===== src/rtl/leitor_caminho_pkg.sv =====
// Shared definitions for the path reader: FSM state encodings and the
// "no predecessor" marker also used by the predecessor-memory writer.
package leitor_caminho_pkg;

  localparam int LC_ADDR_WIDTH = 6;

  localparam logic [LC_ADDR_WIDTH-1:0] NO_INVALIDO = '1;

  typedef enum logic [2:0] {
    ST_IDLE     = 3'd0,
    ST_INICIAR  = 3'd1,
    ST_AGUARDAR = 3'd2,
    ST_EMITIR   = 3'd3,
    ST_LER      = 3'd4,
    ST_ESPERAR  = 3'd5,
    ST_LIDO     = 3'd6
  } estado_t;

endpackage


===== src/rtl/leitor_caminho.sv =====
// Host-side requester and path reader: issues start to the controller, then
// walks the predecessor memory from destination back to source, streaming nodes.
module leitor_caminho
  import leitor_caminho_pkg::*;
#(
  parameter int ADDR_WIDTH = LC_ADDR_WIDTH,
  parameter int MAX_PASSOS = 64
) (
  input  logic                  clk,
  input  logic                  rst,
  input  logic                  comando_valido_in,
  input  logic [ADDR_WIDTH-1:0] fonte_in,
  input  logic [ADDR_WIDTH-1:0] destino_in,
  output logic                  comando_pronto_out,
  output logic                  saida_valida_out,
  output logic [ADDR_WIDTH-1:0] saida_no_out,
  output logic                  saida_ultimo_out,
  input  logic                  saida_aceita_in,
  output logic                  erro_out,
  input  logic                  aguardando_in,
  input  logic                  caminho_pronto_in,
  output logic                  iniciar_out,
  output logic                  lido_out,
  output logic [ADDR_WIDTH-1:0] fonte_out,
  output logic [ADDR_WIDTH-1:0] destino_out,
  output logic                  mem_leitura_out,
  output logic [ADDR_WIDTH-1:0] mem_endereco_out,
  input  logic [ADDR_WIDTH-1:0] mem_dado_in
);

  localparam int PW = $clog2(MAX_PASSOS + 1);

  estado_t               estado_q, estado_d;
  logic [ADDR_WIDTH-1:0] no_atual_q, no_atual_d;
  logic [ADDR_WIDTH-1:0] fonte_q, fonte_d;
  logic [ADDR_WIDTH-1:0] destino_q, destino_d;
  logic [PW-1:0]         passos_q, passos_d;
  logic                  erro_q, erro_d;

  logic                  aceito;
  logic                  ultimo;
  logic                  sem_pred;
  logic [PW-1:0]         passos_inc;
  logic                  limite;

  assign aceito     = (estado_q == ST_IDLE) && comando_valido_in && aguardando_in;
  assign ultimo     = (no_atual_q == fonte_q);
  assign sem_pred   = (mem_dado_in == NO_INVALIDO);
  assign passos_inc = passos_q + PW'(1);
  assign limite     = (passos_inc == PW'(MAX_PASSOS));

  always_ff @(posedge clk or posedge rst) begin
    if (rst) begin
      estado_q   <= ST_IDLE;
      no_atual_q <= '0;
      fonte_q    <= '0;
      destino_q  <= '0;
      passos_q   <= '0;
      erro_q     <= 1'b0;
    end else begin
      estado_q   <= estado_d;
      no_atual_q <= no_atual_d;
      fonte_q    <= fonte_d;
      destino_q  <= destino_d;
      passos_q   <= passos_d;
      erro_q     <= erro_d;
    end
  end

  always_comb begin
    estado_d = estado_q;
    case (estado_q)
      ST_IDLE:     if (aceito) estado_d = ST_INICIAR;
      ST_INICIAR:  estado_d = ST_AGUARDAR;
      ST_AGUARDAR: if (caminho_pronto_in) estado_d = ST_EMITIR;
      ST_EMITIR: begin
        if (saida_aceita_in) begin
          if (ultimo || limite) estado_d = ST_LIDO;
          else                  estado_d = ST_LER;
        end
      end
      ST_LER:      estado_d = ST_ESPERAR;
      ST_ESPERAR:  estado_d = sem_pred ? ST_LIDO : ST_EMITIR;
      ST_LIDO:     estado_d = ST_IDLE;
      default:     estado_d = ST_IDLE;
    endcase
  end

  // The guard only trips on a beat that is not the source, so a path of exactly
  // MAX_PASSOS nodes still completes cleanly.
  always_comb begin
    no_atual_d = no_atual_q;
    fonte_d    = fonte_q;
    destino_d  = destino_q;
    passos_d   = passos_q;
    erro_d     = erro_q;
    case (estado_q)
      ST_IDLE: begin
        if (aceito) begin
          fonte_d   = fonte_in;
          destino_d = destino_in;
          erro_d    = 1'b0;
        end
      end
      ST_AGUARDAR: begin
        if (caminho_pronto_in) begin
          no_atual_d = destino_q;
          passos_d   = '0;
        end
      end
      ST_EMITIR: begin
        if (saida_aceita_in) begin
          passos_d = passos_inc;
          if (!ultimo && limite) erro_d = 1'b1;
        end
      end
      ST_ESPERAR: begin
        if (sem_pred) erro_d = 1'b1;
        else          no_atual_d = mem_dado_in;
      end
      default: ;
    endcase
  end

  always_comb begin
    comando_pronto_out = 1'b0;
    saida_valida_out   = 1'b0;
    saida_no_out       = '0;
    saida_ultimo_out   = 1'b0;
    iniciar_out        = 1'b0;
    lido_out           = 1'b0;
    mem_leitura_out    = 1'b0;
    mem_endereco_out   = '0;
    case (estado_q)
      ST_IDLE:    comando_pronto_out = aguardando_in;
      ST_INICIAR: iniciar_out = 1'b1;
      ST_EMITIR: begin
        saida_valida_out = 1'b1;
        saida_no_out     = no_atual_q;
        saida_ultimo_out = ultimo;
      end
      ST_LER: begin
        mem_leitura_out  = 1'b1;
        mem_endereco_out = no_atual_q;
      end
      ST_LIDO:    lido_out = 1'b1;
      default: ;
    endcase
  end

  assign erro_out    = erro_q;
  assign fonte_out   = fonte_q;
  assign destino_out = destino_q;

endmodule


===== config.mk =====
export PLATFORM = sky130hd
export DESIGN_NAME = leitor_caminho
export DESIGN_NICKNAME = d
export VERILOG_FILES = /design/src/rtl/leitor_caminho_pkg.sv /design/src/rtl/leitor_caminho.sv
export SDC_FILE = /design/constraint.sdc
export NUM_CORES = 1
export LEC_CHECK = 0
export CAP_MARGIN = 20
export CORE_MARGIN = 3
export CORE_UTILIZATION = 33
export DETAILED_ROUTE_END_ITERATION = 12
export SLEW_MARGIN = 20
export SYNTH_ARGS = -nofsm -noshare
export SYNTH_HDL_FRONTEND = slang
export SYNTH_SLANG_ARGS = --single-unit
export TNS_END_PERCENT = 100

===== constraint.sdc =====
create_clock -name clk -period 2.1 [get_ports clk]
set_input_delay 0.21 -clock clk [delete_from_list [all_inputs] [get_ports clk]]
set_output_delay 0.21 -clock clk [all_outputs]
set_load 0.01 [all_outputs]

# Word level (Yosys, flattened, before mapping)
# Cells that the tools add are included.
[word_totals] reg_bits=29 out_inout_bits=31 elab_cells=61
[op_classes] addsub=1 n_eq_ne=15 muxes=25 n_reduce_logical=14
[op_table] cell="6-bit 2-to-1 mux" n=4
[op_table] cell="3-bit case mux with 6 select lines" n=1
[op_table] cell="7-bit 2-to-1 mux" n=2
[op_table] cell="7-bit case mux with 2 select lines" n=1
[op_table] cell="3-bit 2-to-1 mux" n=4
[op_table] cell="2-bit != test (second input constant)" n=6
[op_table] cell="6-bit case mux with 2 select lines" n=1
[op_table] cell="1-bit 2-to-1 mux" n=10
[op_table] cell="3-bit equality test (second input constant)" n=3
[op_table] cell="3-bit AND reduction" n=3
[op_table] cell="7-bit by 1-bit adder with 7-bit output (second input constant)" n=1
[op_table] cell="7-bit equality test (second input constant)" n=1
[op_table] cell="3-bit by 2-bit equality test with 1-bit output (second input constant)" n=2
[op_table] cell="6-bit equality test" n=1
[op_table] cell="6-bit equality test (second input constant)" n=1
[op_table] cell="5-bit AND reduction" n=1
[op_table] cell="2-bit nonzero test" n=2
[op_table] cell="3-bit by 1-bit equality test with 1-bit output (second input constant)" n=1
[op_table] cell="1-bit logical AND" n=3
[op_table] cell="3-bit zero test" n=1
[op_table] cell="1-bit case mux with 3 select lines" n=1
[op_table] cell="3-bit nonzero test" n=1
[op_table] cell="2-bit 2-to-1 mux" n=1
[op_table] cell="2-bit AND reduction" n=1
[op_table] cell="other kinds (2)" n=2

# Depth between registers and ports, before layout
# Gate-level depths: netlist of run 1.
[logic_depth] depth_word=6 mapped_depth=5

# Worst setup path after synthesis of run 1
# Ideal clock, no wire load.
[synth_timing] path_kind="register to register" from="register estado_q[0]" to="register destino_q[0] (netlist: destino_out[0])" setup_time_ps=125 arrival_ps=1400 t_required_ps=1975 path_slack_ps=575 stages_incl_launch_ff=5 path_buffers=1 path_cell_list="dfrtp_1 -> nor4b_4 -> nand2_2 -> buf_6 -> mux2_4"
[synth_between] elab_chain_len=4
[synth_lines] item="start: declaration" line_no="leitor_caminho.sv:33" rtl="estado_t estado_q, estado_d;"
[synth_lines] item="start signal: assignment" line_no="leitor_caminho.sv:61" rtl="estado_q <= estado_d;"
[synth_lines] item="3-bit zero test *" line_no="leitor_caminho.sv:46, leitor_caminho.sv:97"
[synth_lines] item="1-bit logical AND (2 in a row)" line_no="leitor_caminho.sv:46" rtl="assign aceito = (estado_q == ST_IDLE) && comando_valido_in && aguardando_in;"
[synth_lines] item="2-bit AND reduction (no line) *"
[synth_lines] item="end signal: assignment" line_no="leitor_caminho.sv:64" rtl="destino_q <= destino_d;"
[synth_lines] item="end: declaration" line_no="leitor_caminho.sv:36" rtl="logic [ADDR_WIDTH-1:0] destino_q, destino_d;"
# Every way passes the cells marked *; elsewhere a longest branch is shown, timed or not.
# A chain may end at the register's enable or synchronous reset.

# Worst setup path after layout of run 1
[layout_timing] from="register estado_q[2]" to="output port saida_no_out[4]"
[layout_between] elab_chain_len=2
[layout_lines] item="3-bit by 2-bit equality test with 1-bit output" line_no="leitor_caminho.sv:134" rtl="case (estado_q)"
[layout_lines] item="6-bit 2-to-1 mux" line_no="leitor_caminho.sv:134"
[layout_lines] item="end: declaration" line_no="leitor_caminho.sv:16" rtl="output logic [ADDR_WIDTH-1:0] saida_no_out,"
# No other way between the ends.

==> flow_metrics.env, run 1 <==
export IMPL_async_reset_ff_frac=1.000
export IMPL_gp_congestion=0.8055
export IMPL_p_int_uw=2008
export IMPL_timing_critical_path_from="estado_q[2]"
export IMPL_firstDrtPassIters=4
export IMPL_insertion_delay_ns=0.28
export IMPL_avgSynthCellArea_sq_um=11.40
export IMPL_worst_pin_slew_ns=0.5647
export IMPL_grtUsageTotal=0.1545
export IMPL_fin_cells=278
export IMPL_grt_overflow=0
export IMPL_syn_inst=145
export IMPL_wl_per_cell_um=15.46
export IMPL_synth_edf_count=0
export IMPL_h_tree_depth=2
export IMPL_core_area_sq_um=4786
export IMPL_ys_warnings_count=0
export IMPL_cp_required_ns=1.89
export IMPL_drt_total_wl_mm=4.297
export IMPL_routed_via_density=4.752
export IMPL_p_leak_uw=0.001142
export IMPL_antenna_found_initial=0
export IMPL_power_switching_uw=1132
export IMPL_placedCellCount=269
export IMPL_ios=55
export IMPL_io_buffers=54
export IMPL_period_needed_ns=2.033
export IMPL_max_freq_ghz=0.4918
export IMPL_drc=0
export IMPL_ys_ff_latch=29
export IMPL_swShare=0.3605
export IMPL_grt_pass1_wl_mm=7.148
export IMPL_fin_nets=235
export IMPL_cp_arrival_ns=1.82
export IMPL_vdd_drop_max_mv=0.6330
export IMPL_r2r_cells=4
export IMPL_area_delta_synth_final_pct=46.86
export IMPL_ys_types=41
export IMPL_slew_headroom=0.6235
export IMPL_die_area_sq_um=5894
export IMPL_finClkSkew_ns=0.008241
export IMPL_cap_violations=0
export IMPL_start_util=0.3454
export IMPL_pwr_share_clk=0.144
export IMPL_power_uw=3140
export IMPL_crit_type="reg2out"
export IMPL_cts_reportedPaths_clkPinSlew_ns=0.07
export IMPL_p_seq_frac=0.332
export IMPL_cts_tree="built"
export IMPL_die_h_um=76.77
export IMPL_period_share=0.9682
export IMPL_clockBufferDepth=2
export IMPL_syn_num_nets=170
export IMPL_cts_root_buf="clkbuf_8"
export IMPL_row_count=25
export IMPL_regToRegSetupSlack_ns=0.36
export IMPL_r2r_end="fonte_out[2]"
export IMPL_slew_viol_final=0
export IMPL_holdBufCountCts=0
export IMPL_hold_viol=0
export IMPL_via_count=1321
export IMPL_run_status="complete, no violations"
export IMPL_cts_sinks=29
export IMPL_powerDensity_nw_per_um2=1294
export IMPL_ys_seq_area_frac=0.4391
export IMPL_worstHoldPathType="in2async"
export IMPL_drt_initial_drc_count=45
export IMPL_pwr_share_comb=0.524
export IMPL_cp_max_fo=7
export IMPL_die_x_um=76.77
export IMPL_drtAntennaViolNets=0
export IMPL_cts_buffers=5
export IMPL_synth_ff_type="dfrtp_1"
export IMPL_r2r_start="estado_q[0]"
export IMPL_grt_pass1_vias=1488
export IMPL_hpwl_mm=3.112
export IMPL_syn_area_sq_um=1653
export IMPL_grt_max_degree=30
export IMPL_drive_above_1_share=0.2559
export IMPL_setup_viol=0
export IMPL_critPathCaptureType="output pin"
export IMPL_start_kind="flip-flop"
export IMPL_n_antenna_cell=0
==> area by class of cell <==
cell class	count	area, sq um
Fill cell	446	2359
Multi-Input combinational cell	108	893.4
Sequential cell	29	728.2
Timing Repair Buffer	63	624.3
Tap cell	67	83.83
Clock buffer	5	68.82
Clock inverter	3	17.52
Inverter	3	11.26
==> critical path, stage by stage, from the launching register on <==
cell,delay (ns)
dfrtp_2,0.45
and3b_2,0.27
buf_4,0.15
and2_1,0.14
clkdlybuf4s50_1,0.53
==> what timing repair did <==
action                                 in CTS  in global routing
gates resized for setup                     3                 11
endpoints found under the hold margin       0                  0
buffers inserted                            0                  1
pin swaps                                   2                  0
setup endpoints to repair                   1                 13
==> per-layer routing <==
| layer | vias to the layer above | wire length [um] | GRT usage | share of wire |
|---|---|---|---|---|
| met1 | 627 | 1912 | 0.1900 | 0.44 |
| met2 | 48 | 2096 | 0.2456 | 0.49 |
| li1 | 642 | - | - | - |
| met4 | 0 | 32 | 0.04891 | 0.0074 |
| met5 | - | 0 | 0 | 0 |
| met3 | 4 | 254 | 0.06338 | 0.059 |
==> cells in the final DEF (no fill, tap or decap), types with 2 or more instances in the layout <==
master	count
inv_1	3
a21oi_1	3
dfrtp_1	27
mux2_2	16
nor2_1	5
dfrtp_2	2
mux2_4	9
o21ai_0	9
and2_1	12
clkbuf_8	5
clkdlybuf4s50_1	46
xnor2_1	4
buf_4	9
a32o_1	3
nand2_2	2
nand2_1	10
nor2b_1	4
dlymetal6s2s_1	7
o31ai_1	3
xor2_1	4
clkinv_2	2
nand3_1	2
==> worst max path at each step <==
stage / slack [ns] / depth (start not counted) / end
2_1_floorplan: 0.58 / 4 / destino_out[0]
3_3_place_gp: 0.22 / 4 / saida_ultimo_out
3_5_place_dp: 0.15 / 4 / saida_ultimo_out
4_1_cts: 0.004 / 5 / mem_endereco_out[3]
5_1_grt: -0.0004 / 4 / saida_no_out[2]
6_report: 0.07 / 4 / saida_no_out[4]
==> cell families (layout without fill, tap and decap cells) <==
logic type	after synthesis	count (layout)	synth area share
and+or+nand+nor	49	49	0.1825
adders and majority gates	1	1	0.007569
muxes	26	26	0.1968
xor gates and xnor gates	8	8	0.04239
AOI/OAI and AO/OA	24	24	0.1037
buffers and inverters	8	74	0.02800
DFF	29	29	0.4391
==> through the flow <==
step	TNS, ns	utilization	setup WS, ns	instance area [sq um]	hold slack, ns
5_1_grt	-0.0003695	0.5072	-0.0003695	2427	0.3256
3_5_place_dp	0	0.4810	0.1537	2302	0.5265
3_3_place_gp	0	0.4810	0.2215	2302	0.5077
2_1_floorplan	0	-	0.5753	1653	0.2881
6_report	0	0.5072	0.06673	2427	0.2911
4_1_cts	0	0.5007	0.004428	2396	0.3025
==> cells in the mapped netlist, types with 2 or more instances <==
cell,instances,share of area
a32o_1,3,0.018
a21oi_1,3,0.0091
nor2_1,5,0.011
nor2b_1,4,0.015
nand2_2,2,0.0076
mux2_4,9,0.082
buf_4,2,0.0091
xnor2_1,4,0.021
and2_1,13,0.049
nand3_1,2,0.0061
o21ai_0,9,0.027
mux2_2,16,0.11
xor2_1,4,0.021
o31ai_1,3,0.014
dfrtp_1,29,0.44
nand2_1,10,0.023
inv_1,3,0.0068
==> power groups by stage <==
stage / combinational (uW) / clock, uW / sequential (uW)
6_report: 1640 / 452 / 1040
5_1_grt: 1770 / 494 / 1090
4_1_cts: 1650 / 468 / 1040
3_5_place_dp: 1620 / 0 / 1040
3_3_place_gp: 1590 / 0 / 1040
2_1_floorplan: 894 / 0 / 1040
==> state kept, by name (all words and copies together) (netlist names) <==
signal / flops
erro_out: 1
destino_out: 6
passos_q: 7
estado_q: 3
fonte_out: 6
no_atual_q: 6
No activity file was read; power rests on OpenSTA's default activity.
==> run 2, diff against run 1 <==
CELL_PAD_IN_SITES_DETAIL_PLACEMENT = 0   (was not set)
CELL_PAD_IN_SITES_GLOBAL_PLACEMENT = 1   (was not set)
PLACE_DENSITY_LB_ADDON = 0.1   (was not set)
==> run 2 against run 1 <==
- combinational power barely moved
- flip-flop and latch count did not move
- die area did not move
- via count rose by 1.4%
- clock skew rose by 0.0015 ns
- largest power group unchanged
==> flow_metrics.env, run 2 (synthesis results as in run 1) <==
export IMPL_run_status="complete, no violations"
export IMPL_cts_reportedPaths_clkPinSlew_ns=0.07
export IMPL_cp_slowest_cell="clkdlybuf4s50_1"
export IMPL_drt_total_wl_mm=4.294
export IMPL_core_area_sq_um=4786
export IMPL_cts_tree="built"
export IMPL_vdd_drop_max_mv=0.5230
export IMPL_drtAntennaViolNets=0
export IMPL_cp_arrival_ns=1.81
export IMPL_drc=0
export IMPL_drive_above_1_share=0.2429
export IMPL_start_kind="flip-flop"
export IMPL_io_buffers=54
export IMPL_via_count=1339
export IMPL_finClkSkew_ns=0.009790
export IMPL_multi_input_area_sq_um=897.1
export IMPL_n_antenna_cell=0
export IMPL_worstPathCellList="nand2b_2 -> nor2_4 -> buf_4 -> and2_1 -> clkdlybuf4s50_1"
export IMPL_cts_buffers=5
export IMPL_critPathCaptureType="output pin"
export IMPL_row_count=25
export IMPL_r2r_end="no_atual_q[5]"
export IMPL_p_leak_uw=0.001146
export IMPL_ios=55
export IMPL_cp_required_ns=1.89
export IMPL_die_h_um=76.77
export IMPL_hold_viol=0
export IMPL_slew_viol_final=0
export IMPL_insertion_delay_ns=0.28
export IMPL_worstHoldPathType="in2async"
export IMPL_die_x_um=76.77
export IMPL_firstDrtPassIters=4
export IMPL_postLayoutCoreUtil=0.5140
export IMPL_regToRegSetupSlack_ns=0.19
export IMPL_drt_initial_drc_count=40
export IMPL_cts_root_buf="clkbuf_8"
export IMPL_grt_overflow=0
export IMPL_area_delta_synth_final_pct=48.83
export IMPL_power_uw=3282
export IMPL_crit_type="reg2out"
export IMPL_hpwl_mm=3.183
export IMPL_cap_violations=0
export IMPL_grtUsageTotal=0.1567
export IMPL_start_util=0.3454
export IMPL_worst_pin_slew_ns=0.6783
export IMPL_top_register="passos_q"
export IMPL_clockBufferDepth=2
export IMPL_gp_congestion=0.7955
export IMPL_h_tree_depth=2
export IMPL_seq_area_sq_um=726.9
export IMPL_grt_pass1_vias=1455
export IMPL_powerDensity_nw_per_um2=1334
export IMPL_fin_nets=234
export IMPL_routed_via_density=4.834
export IMPL_r2r_start="estado_q[0]"
export IMPL_cts_sinks=29
export IMPL_grt_max_degree=30
export IMPL_grt_pass1_wl_mm=7.203
export IMPL_cp_max_fo=4
export IMPL_wl_per_cell_um=15.50
export IMPL_period_needed_ns=2.021
export IMPL_r2r_cells=4
export IMPL_period_share=0.9626
export IMPL_path_delay_family="buffers and inverters"
export IMPL_largest_reg_flops=7
export IMPL_max_freq_ghz=0.4947
export IMPL_slew_headroom=0.5478
export IMPL_antenna_found_initial=0
export IMPL_crit_buf_inv=2
export IMPL_critPathMaxStageDelay_ns=0.53
export IMPL_final_cell_mix="clkdlybuf4s50_1, dfrtp_1, mux2_2"
export IMPL_worst_hold_slack_ns=0.2917
export IMPL_tns_ns=0
export IMPL_fillers=443
export IMPL_setup_viol=0
export IMPL_layout_commonest_cell="clkdlybuf4s50_1"
export IMPL_die_area_sq_um=5894
## run 2: changes by cell type in the layout (fill, tap and decap cells not counted)
cell	delta
buf_4	-2
clkinv_2	-2
and2_1	+1
and2_4	-1
and3b_1	+1
and3b_2	-1
buf_6	+1
bufinv_16	+1
clkbuf_8	+1
dfrtp_1	+1
dfrtp_2	-1
nor2_1	-1
nor2_4	+1
## run 2: per-layer routing
| layer | vias to the layer above | global-route usage | share of wire | wire length [um] |
|---|---|---|---|---|
| li1 | 646 | - | - | - |
| met1 | 658 | 0.1876 | 0.43 | 1866 |
| met2 | 31 | 0.2648 | 0.51 | 2198 |
| met3 | 4 | 0.05047 | 0.043 | 185 |
| met4 | 0 | 0.05072 | 0.010 | 43 |
| met5 | - | 0 | 0 | 0 |
## run 2: area by class of cell
type / instances / share of cell area
Multi-Input combinational cell: 108 / 0.3647
Inverter: 3 / 0.004578
Clock inverter: 2 / 0.01526
Timing Repair Buffer: 62 / 0.2523
Tap cell: 67 / 0.03408
Sequential cell: 29 / 0.2955
Clock buffer: 6 / 0.03357
## run 2: worst max path at each step
stage | startpoint | slack, ns | end | depth (start not counted)
after CTS | estado_q[1] | 0.002 | mem_endereco_out[4] | 5
after floorplan | estado_q[0] | 0.58 | destino_out[0] | 4
after global placement | caminho_pronto_in | 0.21 | no_atual_q[5] | 4
after detailed placement | mem_dado_in[2] | 0.19 | no_atual_q[5] | 5
after global routing | estado_q[1] | -0.002 | saida_no_out[5] | 5
final | estado_q[1] | 0.08 | mem_endereco_out[5] | 5
## run 2: through the flow
step | cell area [sq um] | worst slack (ns) | instances
CTS | 2416 | 0.002367 | 275
detailed placement | 2287 | 0.1918 | 267
global placement | 2287 | 0.2111 | 267
floorplan | 1653 | 0.5753 | 145
global route | 2460 | -0.001696 | 277
finish | 2460 | 0.07852 | 277
## run 2: what timing repair did
| action | in CTS | in global routing |
|---|---|---|
| gates resized for setup | 4 | 10 |
| pin swaps | 1 | 0 |
| hold buffers | 0 | 0 |
| endpoints found under the setup margin | 10 | 9 |
| setup buffers | 0 | 2 |
## run 2: power by group
group | internal, uW | switching [uW] | leakage, uW | total, uW
registers | 795 | 225 | 0.000360 | 1020
clock network | 386 | 226 | 0.0000574 | 612
logic | 973 | 677 | 0.000728 | 1650
total | 2150 | 1130 | 0.00115 | 3280
## run 2: worst register-to-register path, stage by stage, from the launching register on
cell and delay (ns):
dfrtp_2 0.46, buf_4 0.16, buf_4 0.15, o32ai_2 0.63, mux2_2 0.41
